==> config.mk <==
export PLATFORM = sky130hd
export DESIGN_NAME = packer_2b_a_8b_flat
export DESIGN_NICKNAME = d
export VERILOG_FILES = /design/src/rtl/packer_2b_a_8b_pkg.sv /design/src/rtl/packer_2b_a_8b_if.sv /design/src/rtl/packer_2b_a_8b_fifo.sv /design/src/rtl/packer_2b_a_8b.sv /design/src/flat_wrapper.sv
export SDC_FILE = /design/constraint.sdc
export NUM_CORES = 1
export LEC_CHECK = 0
export ABC_CLOCK_PERIOD_IN_PS = 5980
export BUFFER_PORTS_ARGS = -buffer_cell sky130_fd_sc_hd__buf_2
export CORE_UTILIZATION = 50
export DETAILED_ROUTE_END_ITERATION = 8
export PLACE_DENSITY_LB_ADDON = 0.15
export SLEW_MARGIN = 20
export SYNTH_ARGS = -nofsm -noshare
export SYNTH_HDL_FRONTEND = slang
export SYNTH_HIERARCHICAL = 1
export SYNTH_SLANG_ARGS = --single-unit
==> constraint.sdc <==
create_clock -name clk -period 5.98 [get_ports clk]
set_input_delay 0.897 -clock clk [delete_from_list [all_inputs] [get_ports clk]]
set_output_delay 0.897 -clock clk [all_outputs]
set_load 0.05 [all_outputs]
==> src/rtl/packer_2b_a_8b_pkg.sv <==
// Shared constants and assembler state encoding for the 2-bit symbol packer.
package packer_2b_a_8b_pkg;

  localparam int unsigned SymW        = 2;
  localparam int unsigned DefSymbols  = 4;
  localparam int unsigned DefOutDepth = 2;
  localparam int unsigned CntW        = 4;

  typedef enum logic {
    StCollect = 1'b0,
    StLast    = 1'b1
  } asm_state_e;

endpackage

==> src/rtl/packer_2b_a_8b_if.sv <==
// Symbol input, word output and status signals of the packer.
// PACKER_PARITY_EN adds parity_out.
interface packer_2b_a_8b_if #(
  parameter int unsigned W = 8
);
  import packer_2b_a_8b_pkg::*;

  logic            valid_in;
  logic [SymW-1:0] data_in;
  logic            flush;
  logic            ready_out;
  logic            overflow_clr;
  logic            valid_out;
  logic [W-1:0]    data_out;
  logic [2:0]      sym_cnt;
  logic [CntW-1:0] fifo_cnt;
  logic            overflow;
`ifdef PACKER_PARITY_EN
  logic            parity_out;

  modport slave (
    input  valid_in, data_in, flush, ready_out, overflow_clr,
    output valid_out, data_out, sym_cnt, fifo_cnt, overflow, parity_out
  );
  modport master (
    output valid_in, data_in, flush, ready_out, overflow_clr,
    input  valid_out, data_out, sym_cnt, fifo_cnt, overflow, parity_out
  );
`else
  modport slave (
    input  valid_in, data_in, flush, ready_out, overflow_clr,
    output valid_out, data_out, sym_cnt, fifo_cnt, overflow
  );
  modport master (
    output valid_in, data_in, flush, ready_out, overflow_clr,
    input  valid_out, data_out, sym_cnt, fifo_cnt, overflow
  );
`endif

endinterface

==> src/rtl/packer_2b_a_8b_fifo.sv <==
// Register-based output FIFO; no bypass, so a push into an empty FIFO is visible next cycle.
module packer_fifo
  import packer_2b_a_8b_pkg::*;
#(
  parameter int unsigned Width = 8,
  parameter int unsigned Depth = 2
) (
  input  logic            clk,
  input  logic            reset_L,
  input  logic            push,
  input  logic [Width-1:0] din,
  input  logic            pop,
  output logic            full,
  output logic            empty,
  output logic [CntW-1:0] count,
  output logic [Width-1:0] dout
);

  localparam int unsigned PtrW = (Depth > 1) ? $clog2(Depth) : 1;

  logic [PtrW-1:0]  wr_ptr_q, rd_ptr_q;
  logic [CntW-1:0]  count_q, count_d;
  logic [Width-1:0] mem_q [Depth];
  logic             do_push, do_pop;

  assign empty   = (count_q == '0);
  assign full    = (count_q == CntW'(Depth));
  assign do_pop  = pop && !empty;
  // A pop frees the slot the same cycle, so a push into a full FIFO still succeeds.
  assign do_push = push && (!full || do_pop);

  always_comb begin
    count_d = count_q;
    unique case ({do_push, do_pop})
      2'b10:   count_d = count_q + CntW'(1);
      2'b01:   count_d = count_q - CntW'(1);
      default: count_d = count_q;
    endcase
  end

  always_ff @(posedge clk or negedge reset_L) begin
    if (!reset_L) begin
      wr_ptr_q <= '0;
      rd_ptr_q <= '0;
      count_q  <= '0;
      for (int i = 0; i < Depth; i++) mem_q[i] <= '0;
    end else begin
      if (do_push) begin
        mem_q[wr_ptr_q] <= din;
        wr_ptr_q        <= wr_ptr_q + PtrW'(1);
      end
      if (do_pop) rd_ptr_q <= rd_ptr_q + PtrW'(1);
      count_q <= count_d;
    end
  end

  assign count = count_q;
  assign dout  = empty ? '0 : mem_q[rd_ptr_q];

endmodule

==> src/rtl/packer_2b_a_8b.sv <==
// Packs SYMBOLS 2-bit symbols LSB-first into a word and queues it for a valid/ready consumer.
// PACKER_PARITY_EN stores even parity with each word and drives parity_out.
module packer_2b_a_8b
  import packer_2b_a_8b_pkg::*;
#(
  parameter int unsigned SYMBOLS   = DefSymbols,
  parameter int unsigned OUT_DEPTH = DefOutDepth
) (
  input logic            clk,
  input logic            reset_L,
  packer_2b_a_8b_if.slave bus
);

  localparam int unsigned W     = SymW * SYMBOLS;
  localparam int unsigned PartW = W - SymW;
`ifdef PACKER_PARITY_EN
  localparam int unsigned FifoW = W + 1;
`else
  localparam int unsigned FifoW = W;
`endif

  asm_state_e       state_q, state_d;
  logic [2:0]       sym_cnt_q, sym_cnt_d;
  logic [PartW-1:0] part_q, part_d;
  logic [W-1:0]     word;
  logic             push, pop, full, empty, drop;
  logic             overflow_q, overflow_d;
  logic [FifoW-1:0] fifo_din, fifo_dout;
  logic [CntW-1:0]  fifo_count;

  always_comb begin
    state_d   = state_q;
    sym_cnt_d = sym_cnt_q;
    part_d    = part_q;
    push      = 1'b0;
    word      = {bus.data_in, part_q};
    if (bus.flush) begin
      state_d   = StCollect;
      sym_cnt_d = '0;
      part_d    = '0;
    end else if (bus.valid_in) begin
      unique case (state_q)
        StCollect: begin
          for (int unsigned k = 0; k < SYMBOLS - 1; k++) begin
            if (sym_cnt_q == 3'(k)) part_d[SymW*k +: SymW] = bus.data_in;
          end
          sym_cnt_d = sym_cnt_q + 3'd1;
          state_d   = (sym_cnt_q == 3'(SYMBOLS - 2)) ? StLast : StCollect;
        end
        StLast: begin
          push      = 1'b1;
          sym_cnt_d = '0;
          part_d    = '0;
          state_d   = StCollect;
        end
        default: state_d = StCollect;
      endcase
    end
  end

  always_ff @(posedge clk or negedge reset_L) begin
    if (!reset_L) begin
      state_q    <= StCollect;
      sym_cnt_q  <= '0;
      part_q     <= '0;
      overflow_q <= 1'b0;
    end else begin
      state_q    <= state_d;
      sym_cnt_q  <= sym_cnt_d;
      part_q     <= part_d;
      overflow_q <= overflow_d;
    end
  end

  assign pop  = bus.ready_out && !empty;
  // The mux side cannot be stalled, so a word arriving at a full, non-draining FIFO is lost.
  assign drop = push && full && !pop;
  assign overflow_d = drop || (overflow_q && !bus.overflow_clr);

`ifdef PACKER_PARITY_EN
  assign fifo_din       = {^word, word};
  assign bus.parity_out = fifo_dout[W];
`else
  assign fifo_din = word;
`endif

  packer_fifo #(
    .Width (FifoW),
    .Depth (OUT_DEPTH)
  ) u_fifo (
    .clk     (clk),
    .reset_L (reset_L),
    .push    (push),
    .din     (fifo_din),
    .pop     (pop),
    .full    (full),
    .empty   (empty),
    .count   (fifo_count),
    .dout    (fifo_dout)
  );

  assign bus.valid_out = !empty;
  assign bus.data_out  = fifo_dout[W-1:0];
  assign bus.sym_cnt   = sym_cnt_q;
  assign bus.fifo_cnt  = fifo_count;
  assign bus.overflow  = overflow_q;

endmodule

==> src/flat_wrapper.sv <==
// flat-port wrapper written by rule: the top's interface ports become plain ports
module packer_2b_a_8b_flat import packer_2b_a_8b_pkg::*;
#(
  parameter int unsigned SYMBOLS   = DefSymbols,
  parameter int unsigned OUT_DEPTH = DefOutDepth
)
  (clk, reset_L, bus_valid_in, bus_data_in, bus_flush, bus_ready_out, bus_overflow_clr, bus_valid_out, bus_data_out, bus_sym_cnt, bus_fifo_cnt, bus_overflow);
  packer_2b_a_8b_if #(.W(8)) bus_i ();
  input logic clk;
  input logic reset_L;
  input wire logic [$bits(bus_i.valid_in)-1:0] bus_valid_in;
  input wire logic [$bits(bus_i.data_in)-1:0] bus_data_in;
  input wire logic [$bits(bus_i.flush)-1:0] bus_flush;
  input wire logic [$bits(bus_i.ready_out)-1:0] bus_ready_out;
  input wire logic [$bits(bus_i.overflow_clr)-1:0] bus_overflow_clr;
  output wire logic [$bits(bus_i.valid_out)-1:0] bus_valid_out;
  output wire logic [$bits(bus_i.data_out)-1:0] bus_data_out;
  output wire logic [$bits(bus_i.sym_cnt)-1:0] bus_sym_cnt;
  output wire logic [$bits(bus_i.fifo_cnt)-1:0] bus_fifo_cnt;
  output wire logic [$bits(bus_i.overflow)-1:0] bus_overflow;
  assign bus_i.valid_in = bus_valid_in;
  assign bus_i.data_in = bus_data_in;
  assign bus_i.flush = bus_flush;
  assign bus_i.ready_out = bus_ready_out;
  assign bus_i.overflow_clr = bus_overflow_clr;
  assign bus_valid_out = bus_i.valid_out;
  assign bus_data_out = bus_i.data_out;
  assign bus_sym_cnt = bus_i.sym_cnt;
  assign bus_fifo_cnt = bus_i.fifo_cnt;
  assign bus_overflow = bus_i.overflow;
  packer_2b_a_8b #(.SYMBOLS(SYMBOLS), .OUT_DEPTH(OUT_DEPTH)) u_core (.clk(clk), .reset_L(reset_L), .bus(bus_i));
endmodule
==> flow_metrics.env, run 1 <==
export IMPL_wl_per_cell_um=15.01
export IMPL_worstSetupStartpointType="flop"
export IMPL_pre_cts_ws_ps=2171
export IMPL_synth_fp_nets=169
export IMPL_syn_avg_cell_area_sq_um=11.57
export IMPL_yosysSeqAreaShare=0.4635
export IMPL_vias_per_cell=5.564
export IMPL_portBuffers=24
export IMPL_final_area_sq_um=1984
export IMPL_path_cells="nor4_4, nor2b_1, o21ai_0, ha_1, or3b_2, a2111oi_0, o221ai_1"
export IMPL_clockBufferDepth=2
export IMPL_endpoint_kind="flop"
export IMPL_multi_input_area_sq_um=895.9
export IMPL_rr_endpoint="u_core/u_fifo/count[3]"
export IMPL_drt_first_iter_violations=56
export IMPL_coreArea_sq_um=3363
export IMPL_holdWs_ps=499.7
export IMPL_drive_gt1_frac=0.3184
export IMPL_ant_nets=0
export IMPL_maxCapViolCount=0
export IMPL_seq_area_sq_um=825.8
export IMPL_cellLeakagePower_nw=0.9815
export IMPL_yosys_cell_types_count=39
export IMPL_grt_use_total=0.2078
export IMPL_crit_type="flop to flop"
export IMPL_die_w_um=61.70
export IMPL_syn_area_sq_um=1782
export IMPL_hp_start="u_core/u_fifo/mem_q[6]"
export IMPL_start_util=0.5298
export IMPL_slowest_delay_ps=620
export IMPL_ios=25
export IMPL_die_area_sq_um=3806
export IMPL_core_rowCount=21
export IMPL_grt_pass1_wl_mm=5.616
export IMPL_crit_slowest_cell="nor4_4"
export IMPL_fill_cells=319
export IMPL_synth_top_area_frac=0.4635
export IMPL_wl_mm=3.377
export IMPL_ys_top_cells_by_area="dfrtp_1 46%, mux2_2 10%, mux2i_1 5.1%"
export IMPL_critPathMaxFanout=11
export IMPL_cts_setup_buffers=0
export IMPL_yosys_warnings=6
export IMPL_n_antenna_cell=0
export IMPL_die_h_um=61.70
export IMPL_nets=193
export IMPL_cp_top_family="simple AND/OR/NAND/NOR gates"
export IMPL_power_uw=687.9
export IMPL_vias=1252
export IMPL_ctsRootBufferMaster="clkbuf_4"
export IMPL_place_gp_congestion=0.7138
export IMPL_cts_sinks=33
export IMPL_fmax_mhz=292.9
export IMPL_dp_hpwl_mm=2.421
export IMPL_fin_worst_skew_ps=8.672
export IMPL_powerDensity_nw_per_um2=346.7
export IMPL_route_detailed_drc=0
export IMPL_hold_depth=1
export IMPL_rsz0062_at_grt="no"
export IMPL_status="complete, no violations"
export IMPL_r2r_start="u_core/u_fifo/count[2]"
export IMPL_syn_inst=154
export IMPL_layout_min_cycle_time_ps=3414
export IMPL_rrSetupSlack_ps=2570
export IMPL_clkLatencyLatePin_ps=330
export IMPL_finalHoldViolations=0
export IMPL_cts_hold_buffers=0
export IMPL_cts_tree="built"
export IMPL_hp_class="flop to flop"
export IMPL_slew_headroom=0.5218
export IMPL_required_ps=6180
export IMPL_fin_util=0.5900
export IMPL_grt_antenna_before_repair=0
export IMPL_drt_pass1_iter_count=4
export IMPL_worst_path_buf_inv=0
export IMPL_dp_cells=217
export IMPL_peakVddDrop_v=0.0002178
export IMPL_arrival_ps=3610
export IMPL_setup_viol=0
export IMPL_cts_resized=0
export IMPL_cts_made_buffers=5
export IMPL_reg2reg_depth=7
export IMPL_tns_ps=0
export IMPL_instances_no_fill=225
export IMPL_grt_pass1_vias=1151
export IMPL_htreeDepth=2
export IMPL_grt_ovfl_total=0
export IMPL_setup_slack_ps=2566
export IMPL_period_share=0.5709
export IMPL_place_area_sq_um=1921
export IMPL_max_slew_worst_pin_slew_ps=717.3
export IMPL_cts_clk_slew_worst_paths_ps=100
export IMPL_hold_end="u_core/u_fifo/mem_q[6]"
export IMPL_grt_start_max_net_pins=34
export IMPL_slew_viol_final=0
export IMPL_area_growth_pct=11.38
export IMPL_ys_seq_elements=33
export IMPL_synth_largest_area_cell="dfrtp_1"
-- placed cells by master (no fill, tap or decap), drive strengths merged, types with 5 or more instances in the layout --
cell	Yosys	layout
ha	7	7
clkbuf	2	5
buf	5	24
nor2b	8	8
inv	8	8
nand2b	5	5
mux2	17	17
nor2	15	15
mux2i	9	9
a21oi	5	5
dfrtp	33	33
-- power breakdown --
group	leakage (nW)	switching (mW)	total, mW	internal [mW]
registers	0.445	0.0632	0.314	0.251
clock network	0.0310	0.0786	0.123	0.0443
logic	0.505	0.156	0.251	0.0947
total	0.982	0.298	0.688	0.390
-- kinds of logic (layout without fill, tap and decap cells) --
group                      count (synthesis)  after routing  synth area share
muxes                                     26             26            0.1580
xor gates and xnor gates                   5              5           0.02458
AOI/OAI and AO/OA                         24             24            0.1131
DFF                                       33             33            0.4635
adders and majority gates                  7              7           0.04916
buffers and inverters                     15             40           0.03863
and+or+nand+nor                           44             44            0.1531
-- how the worst max path moves through the flow --
stage	startpoint	endpoint	slack, ps	depth (start not counted)
detailed placement	u_core/u_fifo/count[2]	u_core/u_fifo/count[3]	2170	7
global route	u_core/u_fifo/count[2]	u_core/u_fifo/count[3]	2120	7
finish	u_core/u_fifo/count[2]	u_core/u_fifo/count[3]	2570	7
floorplan	u_core/u_fifo/count[2]	u_core/u_fifo/count[3]	2500	8
global placement	u_core/u_fifo/count[2]	u_core/u_fifo/count[3]	2470	7
CTS	u_core/u_fifo/count[2]	u_core/u_fifo/count[3]	2190	7
-- routing by layer --
layer / wire length [um] / share of wire / GRT usage
met1: 1512 / 0.45 / 0.2814
met4: 43 / 0.013 / 0.06984
met2: 1660 / 0.49 / 0.3287
met3: 161 / 0.048 / 0.04969
met5: 0 / 0 / 0
-- final cells by class --
cell class | count | area share
repair buffers | 24 | 0.06053
flip-flops and latches | 33 | 0.4161
well taps | 46 | 0.02900
clock buffers | 5 | 0.01892
clock inverters | 3 | 0.008827
multi-input cells | 106 | 0.4515
inverters | 8 | 0.01513
-- sequential cells by signal (all words and copies together) (netlist names) --
signal	count
u_core/u_fifo/mem_q	16
u_core/part_q	6
u_core/u_fifo/count	4
u_core/bus.sym_cnt	3
u_core/bus.overflow	1
u_core/state_q	1
u_core/u_fifo/rd_ptr_q	1
u_core/u_fifo/wr_ptr_q	1
-- cells in the mapped netlist (all sizes together) --
master	instances
o21ai	2
a2111oi	1
or2b	1
o41ai	2
nand2	2
or3b	1
buf	5
nand3b	4
nand3	1
or3	1
a22o	4
nor2	15
a31oi	4
clkbuf	2
nor4	2
dfrtp	33
nor2b	8
mux2i	9
o221ai	1
inv	8
a32oi	1
or4	1
and3	1
mux2	17
nand2b	5
xnor2	3
xor2	2
or4b	2
a21o	2
ha	7
o21a	1
o211ai	1
a21oi	5
No activity file was read; power rests on OpenSTA's default activity.
==> inputs of run 2 (changes only) <==
--- a/config.mk
+++ b/config.mk
@@ -5,7 +5,7 @@
 export SDC_FILE = /design/constraint.sdc
 export NUM_CORES = 1
 export LEC_CHECK = 0
-export ABC_CLOCK_PERIOD_IN_PS = 5980
+export ABC_CLOCK_PERIOD_IN_PS = 3500
 export BUFFER_PORTS_ARGS = -buffer_cell sky130_fd_sc_hd__buf_2
 export CORE_UTILIZATION = 50
 export DETAILED_ROUTE_END_ITERATION = 8
==> constraint.sdc (replaced) <==
create_clock -name clk -period 3.5 [get_ports clk]
set_input_delay 0.525 -clock clk [delete_from_list [all_inputs] [get_ports clk]]
set_output_delay 0.525 -clock clk [all_outputs]
set_load 0.05 [all_outputs]
==> flow_metrics.env, run 2 (synthesized netlist as in run 1, its figures left out) <==
export IMPL_crit_type="flop to flop"
export IMPL_dp_cells=219
export IMPL_grt_ovfl_total=0
export IMPL_final_area_sq_um=1987
export IMPL_core_rowCount=21
export IMPL_fmax_mhz=334.2
export IMPL_cts_tree="built"
export IMPL_ant_nets=0
export IMPL_n_antenna_cell=0
export IMPL_die_area_sq_um=3806
export IMPL_mostFrequentLayoutCell="dfrtp_1"
export IMPL_pre_cts_ws_ps=499.2
export IMPL_wl_mm=3.351
export IMPL_fill_cells=325
export IMPL_cellLeakagePower_nw=0.9914
export IMPL_wl_per_cell_um=14.76
export IMPL_critPathMaxFanout=8
export IMPL_coreArea_sq_um=3363
export IMPL_holdWs_ps=225.7
export IMPL_drt_first_iter_violations=47
export IMPL_place_gp_congestion=0.7324
export IMPL_cts_made_buffers=5
export IMPL_cts_setup_buffers=0
export IMPL_area_growth_pct=11.52
export IMPL_portBuffers=24
export IMPL_period_share=0.8548
export IMPL_powerDensity_nw_per_um2=583.9
export IMPL_setup_viol=0
export IMPL_fin_worst_skew_ps=11.67
export IMPL_rsz0062_at_grt="no"
export IMPL_grt_pass1_vias=1191
export IMPL_grt_pass1_wl_mm=5.409
export IMPL_clockBufferDepth=2
export IMPL_fin_util=0.5908
export IMPL_tns_ps=0
export IMPL_layout_min_cycle_time_ps=2992
export IMPL_place_area_sq_um=1936
export IMPL_regMostFlops="u_core/u_fifo/mem_q"
export IMPL_endpoint_kind="flop"
export IMPL_worstSetupStartpointType="flop"
export IMPL_htreeDepth=2
export IMPL_r2r_start="u_core/u_fifo/count[2]"
export IMPL_dp_hpwl_mm=2.444
export IMPL_route_detailed_drc=0
export IMPL_instances_no_fill=227
export IMPL_vias_per_cell=5.498
export IMPL_cts_clk_slew_worst_paths_ps=100
export IMPL_hp_class="input pin to async pin"
export IMPL_arrival_ps=3200
export IMPL_clkLatencyLatePin_ps=340
export IMPL_cts_resized=0
export IMPL_start_util=0.5298
export IMPL_slew_headroom=0.5235
export IMPL_crit_start="u_core/u_fifo/count[2]"
export IMPL_die_h_um=61.70
export IMPL_finalHoldViolations=0
export IMPL_ios=25
export IMPL_peakVddDrop_v=0.0003895
export IMPL_grt_antenna_before_repair=0
export IMPL_max_slew_worst_pin_slew_ps=714.8
export IMPL_vias=1248
export IMPL_final_cell_mix="33 x dfrtp_1, 24 x buf_2, 16 x mux2_2"
export IMPL_maxCapViolCount=0
export IMPL_largest_reg_flops=16
export IMPL_power_mw=1.160
export IMPL_cts_hold_buffers=0
export IMPL_cts_sinks=33
export IMPL_nets=195
export IMPL_status="complete, no violations"
export IMPL_multi_input_area_sq_um=887.1
export IMPL_setup_slack_ps=508.1
export IMPL_ctsRootBufferMaster="clkbuf_4"
export IMPL_seq_area_sq_um=825.8
export IMPL_grt_start_max_net_pins=34
export IMPL_grt_use_total=0.2031
export IMPL_drt_pass1_iter_count=5
export IMPL_required_ps=3710
export IMPL_drive_gt1_frac=0.3204
export IMPL_die_w_um=61.70
export IMPL_slew_viol_final=0
run 2: changes by cell type in the layout (fill, tap and decap cells not counted):
cell / change
clkbuf_1: +1
clkinvlp_4: -1
nor4_2: +1
buf_4: +2
nor4_4: -1
run 2: area by class of cell:
cell class,instances,area share
multi-input cells,106,0.4465
flip-flops and latches,33,0.4156
repair buffers,26,0.06801
well taps,46,0.02897
clock buffers,6,0.02078
inverters,8,0.01511
clock inverters,2,0.005038
run 2: critical path, cell delays in order (launching register included):
cell	delay, ps
dfrtp_1	480
or4b_4	600
o21ai_0	380
ha_1	330
or3b_2	480
a2111oi_0	420
o221ai_1	180
run 2: worst paths after layout:
| kind | endpoint | slack (ps) | cells past startpoint |
|---|---|---|---|
| max in group asynchronous | u_core/u_fifo/count[3] | 2810 | 1 |
| worst min-delay path | u_core/part_q[4] | 230 | 1 |
| worst min register to register | u_core/u_fifo/mem_q[6] | 500 | 1 |
| min in group clk | u_core/u_fifo/mem_q[6] | 450 | 2 |
| worst max register to register | u_core/u_fifo/count[3] | 510 | 6 |
| worst max-delay path | u_core/u_fifo/count[3] | 510 | 6 |
run 2: routing by layer:
metal  GRT usage  up-vias  routed length [um]
li1            -      603                   -
met1      0.2507      610                1558
met2      0.3333       29                1605
met3     0.05590        6                 121
met4     0.09206        0                  65
met5           0        -                   0
run 2: where the power goes:
part           internal (mW)  switching (mW)
clock                 0.0764           0.127
sequential             0.429          0.0966
combinational          0.165           0.266
total                  0.670           0.490
==> inputs of run 3 (changes only) <==
--- a/config.mk
+++ b/config.mk
@@ -8,6 +8,7 @@
 export ABC_CLOCK_PERIOD_IN_PS = 3500
 export BUFFER_PORTS_ARGS = -buffer_cell sky130_fd_sc_hd__buf_2
 export CORE_UTILIZATION = 50
+export CTS_BUF_LIST = sky130_fd_sc_hd__clkbuf_4 sky130_fd_sc_hd__clkbuf_8
 export DETAILED_ROUTE_END_ITERATION = 8
 export PLACE_DENSITY_LB_ADDON = 0.15
 export SLEW_MARGIN = 20
==> flow_metrics.env, run 3 (synthesized netlist as in run 1, its figures left out) <==
export IMPL_status="complete, no violations"
export IMPL_mostFrequentLayoutCell="dfrtp_1"
export IMPL_fin_util=0.5919
export IMPL_final_cell_mix="33 x dfrtp_1, 24 x buf_2, 16 x mux2_2"
export IMPL_crit_type="flop to flop"
export IMPL_fmax_mhz=333.5
export IMPL_route_detailed_drc=0
export IMPL_place_gp_congestion=0.7324
export IMPL_peakVddDrop_v=0.0003895
export IMPL_slew_headroom=0.5243
export IMPL_internal_power_uw=677.9
export IMPL_cts_tree="built"
export IMPL_die_h_um=61.70
export IMPL_die_w_um=61.70
export IMPL_powerDensity_nw_per_um2=586.9
export IMPL_vias=1252
export IMPL_grt_pass1_vias=1189
export IMPL_hp_class="input pin to async pin"
export IMPL_n_antenna_cell=0
export IMPL_ctsRootBufferMaster="clkbuf_4"
export IMPL_rrSetupSlack_ps=500
export IMPL_cts_made_buffers=5
export IMPL_required_ps=3710
export IMPL_crit_start="u_core/u_fifo/count[2]"
export IMPL_endpoint_kind="flop"
export IMPL_r2r_start="u_core/u_fifo/count[2]"
export IMPL_area_growth_pct=11.73
export IMPL_maxCapViolCount=0
export IMPL_grt_use_total=0.2035
export IMPL_vias_per_cell=5.515
export IMPL_ios=25
export IMPL_nets=195
export IMPL_instances_no_fill=227
export IMPL_reg2reg_depth=6
export IMPL_multi_input_area_sq_um=887.1
export IMPL_p_seq_frac=0.450
export IMPL_clkLatencyLatePin_ps=340
export IMPL_start_util=0.5298
export IMPL_wl_per_cell_um=14.87
export IMPL_cts_hold_buffers=0
export IMPL_cts_resized=0
export IMPL_seq_area_sq_um=825.8
export IMPL_wl_mm=3.376
export IMPL_swShare=0.4197
export IMPL_drt_pass1_iter_count=4
export IMPL_drive_gt1_frac=0.3260
export IMPL_fill_cells=324
export IMPL_holdWs_ps=226.0
export IMPL_slew_viol_final=0
export IMPL_critPathMaxFanout=8
export IMPL_dp_hpwl_mm=2.444
export IMPL_layout_min_cycle_time_ps=2998
export IMPL_switchingPower_uw=490.4
export IMPL_largest_reg_flops=16
export IMPL_power_mw=1.168
export IMPL_dp_cells=219
export IMPL_drt_first_iter_violations=50
export IMPL_ant_nets=0
export IMPL_rsz0062_at_grt="no"
export IMPL_setup_viol=0
export IMPL_regMostFlops="u_core/u_fifo/mem_q"
export IMPL_core_rowCount=21
export IMPL_period_share=0.8567
export IMPL_portBuffers=24
export IMPL_grt_antenna_before_repair=0
export IMPL_pre_cts_ws_ps=499.2
export IMPL_cts_sinks=33
export IMPL_setup_slack_ps=501.6
export IMPL_clockBufferDepth=2
export IMPL_fin_worst_skew_ps=11.34
export IMPL_rr_endpoint="u_core/u_fifo/count[3]"
export IMPL_die_area_sq_um=3806
export IMPL_final_area_sq_um=1991
export IMPL_cellLeakagePower_nw=0.9948
export IMPL_finalHoldViolations=0
export IMPL_worstSetupStartpointType="flop"
export IMPL_pwr_share_comb=0.369
export IMPL_cts_setup_buffers=0
export IMPL_arrival_ps=3200
export IMPL_clockPowerShare=0.181
export IMPL_cts_clk_slew_worst_paths_ps=100
export IMPL_grt_ovfl_total=0
export IMPL_coreArea_sq_um=3363
export IMPL_tns_ps=0
export IMPL_cp_endpoint="u_core/u_fifo/count[3]"
export IMPL_grt_pass1_wl_mm=5.416
export IMPL_htreeDepth=2
export IMPL_grt_start_max_net_pins=34
export IMPL_max_slew_worst_pin_slew_ps=713.5
export IMPL_place_area_sq_um=1936
## run 3: worst min-delay path by stage
stage                                       from                endpoint  slack (ps)
after global placement    u_core/u_fifo/mem_q[6]  u_core/u_fifo/mem_q[6]         470
after floorplan                          reset_L     u_core/bus.overflow         230
final                                    reset_L        u_core/part_q[4]         230
after detailed placement  u_core/u_fifo/mem_q[6]  u_core/u_fifo/mem_q[6]         480
after global routing                     reset_L  u_core/u_fifo/mem_q[5]         280
after CTS                                reset_L        u_core/part_q[3]         240
## run 3: power groups by stage
stage	Combinational, mW	Clock [mW]	Sequential (mW)
2_1_floorplan	0.306	0	0.565
3_3_place_gp	0.423	0	0.525
3_5_place_dp	0.434	0	0.536
4_1_cts	0.435	0.220	0.529
5_1_grt	0.470	0.234	0.538
6_report	0.431	0.211	0.526
## run 3: critical path, cell delays in order, from the launching register on
cell and delay, ps:
dfrtp_1 480, or4b_4 600, o21ai_0 380, ha_1 330, or3b_2 480, a2111oi_0 420
o221ai_1 180
## run 3: routing by layer
layer | track usage | vias to the layer above | wire (um)
met5 | 0 | - | 0
met4 | 0.09206 | 0 | 65
met3 | 0.05590 | 6 | 129
met2 | 0.3349 | 27 | 1636
met1 | 0.2507 | 618 | 1545
li1 | - | 601 | -
## run 3: final cells by class
class / count / share of cell area
sequential: 33 / 0.4148
clock inverter: 2 / 0.005028
multi-input combinational: 106 / 0.4456
tap: 46 / 0.02891
timing repair buffer: 26 / 0.06788
inverter: 8 / 0.01508
clock buffer: 6 / 0.02263
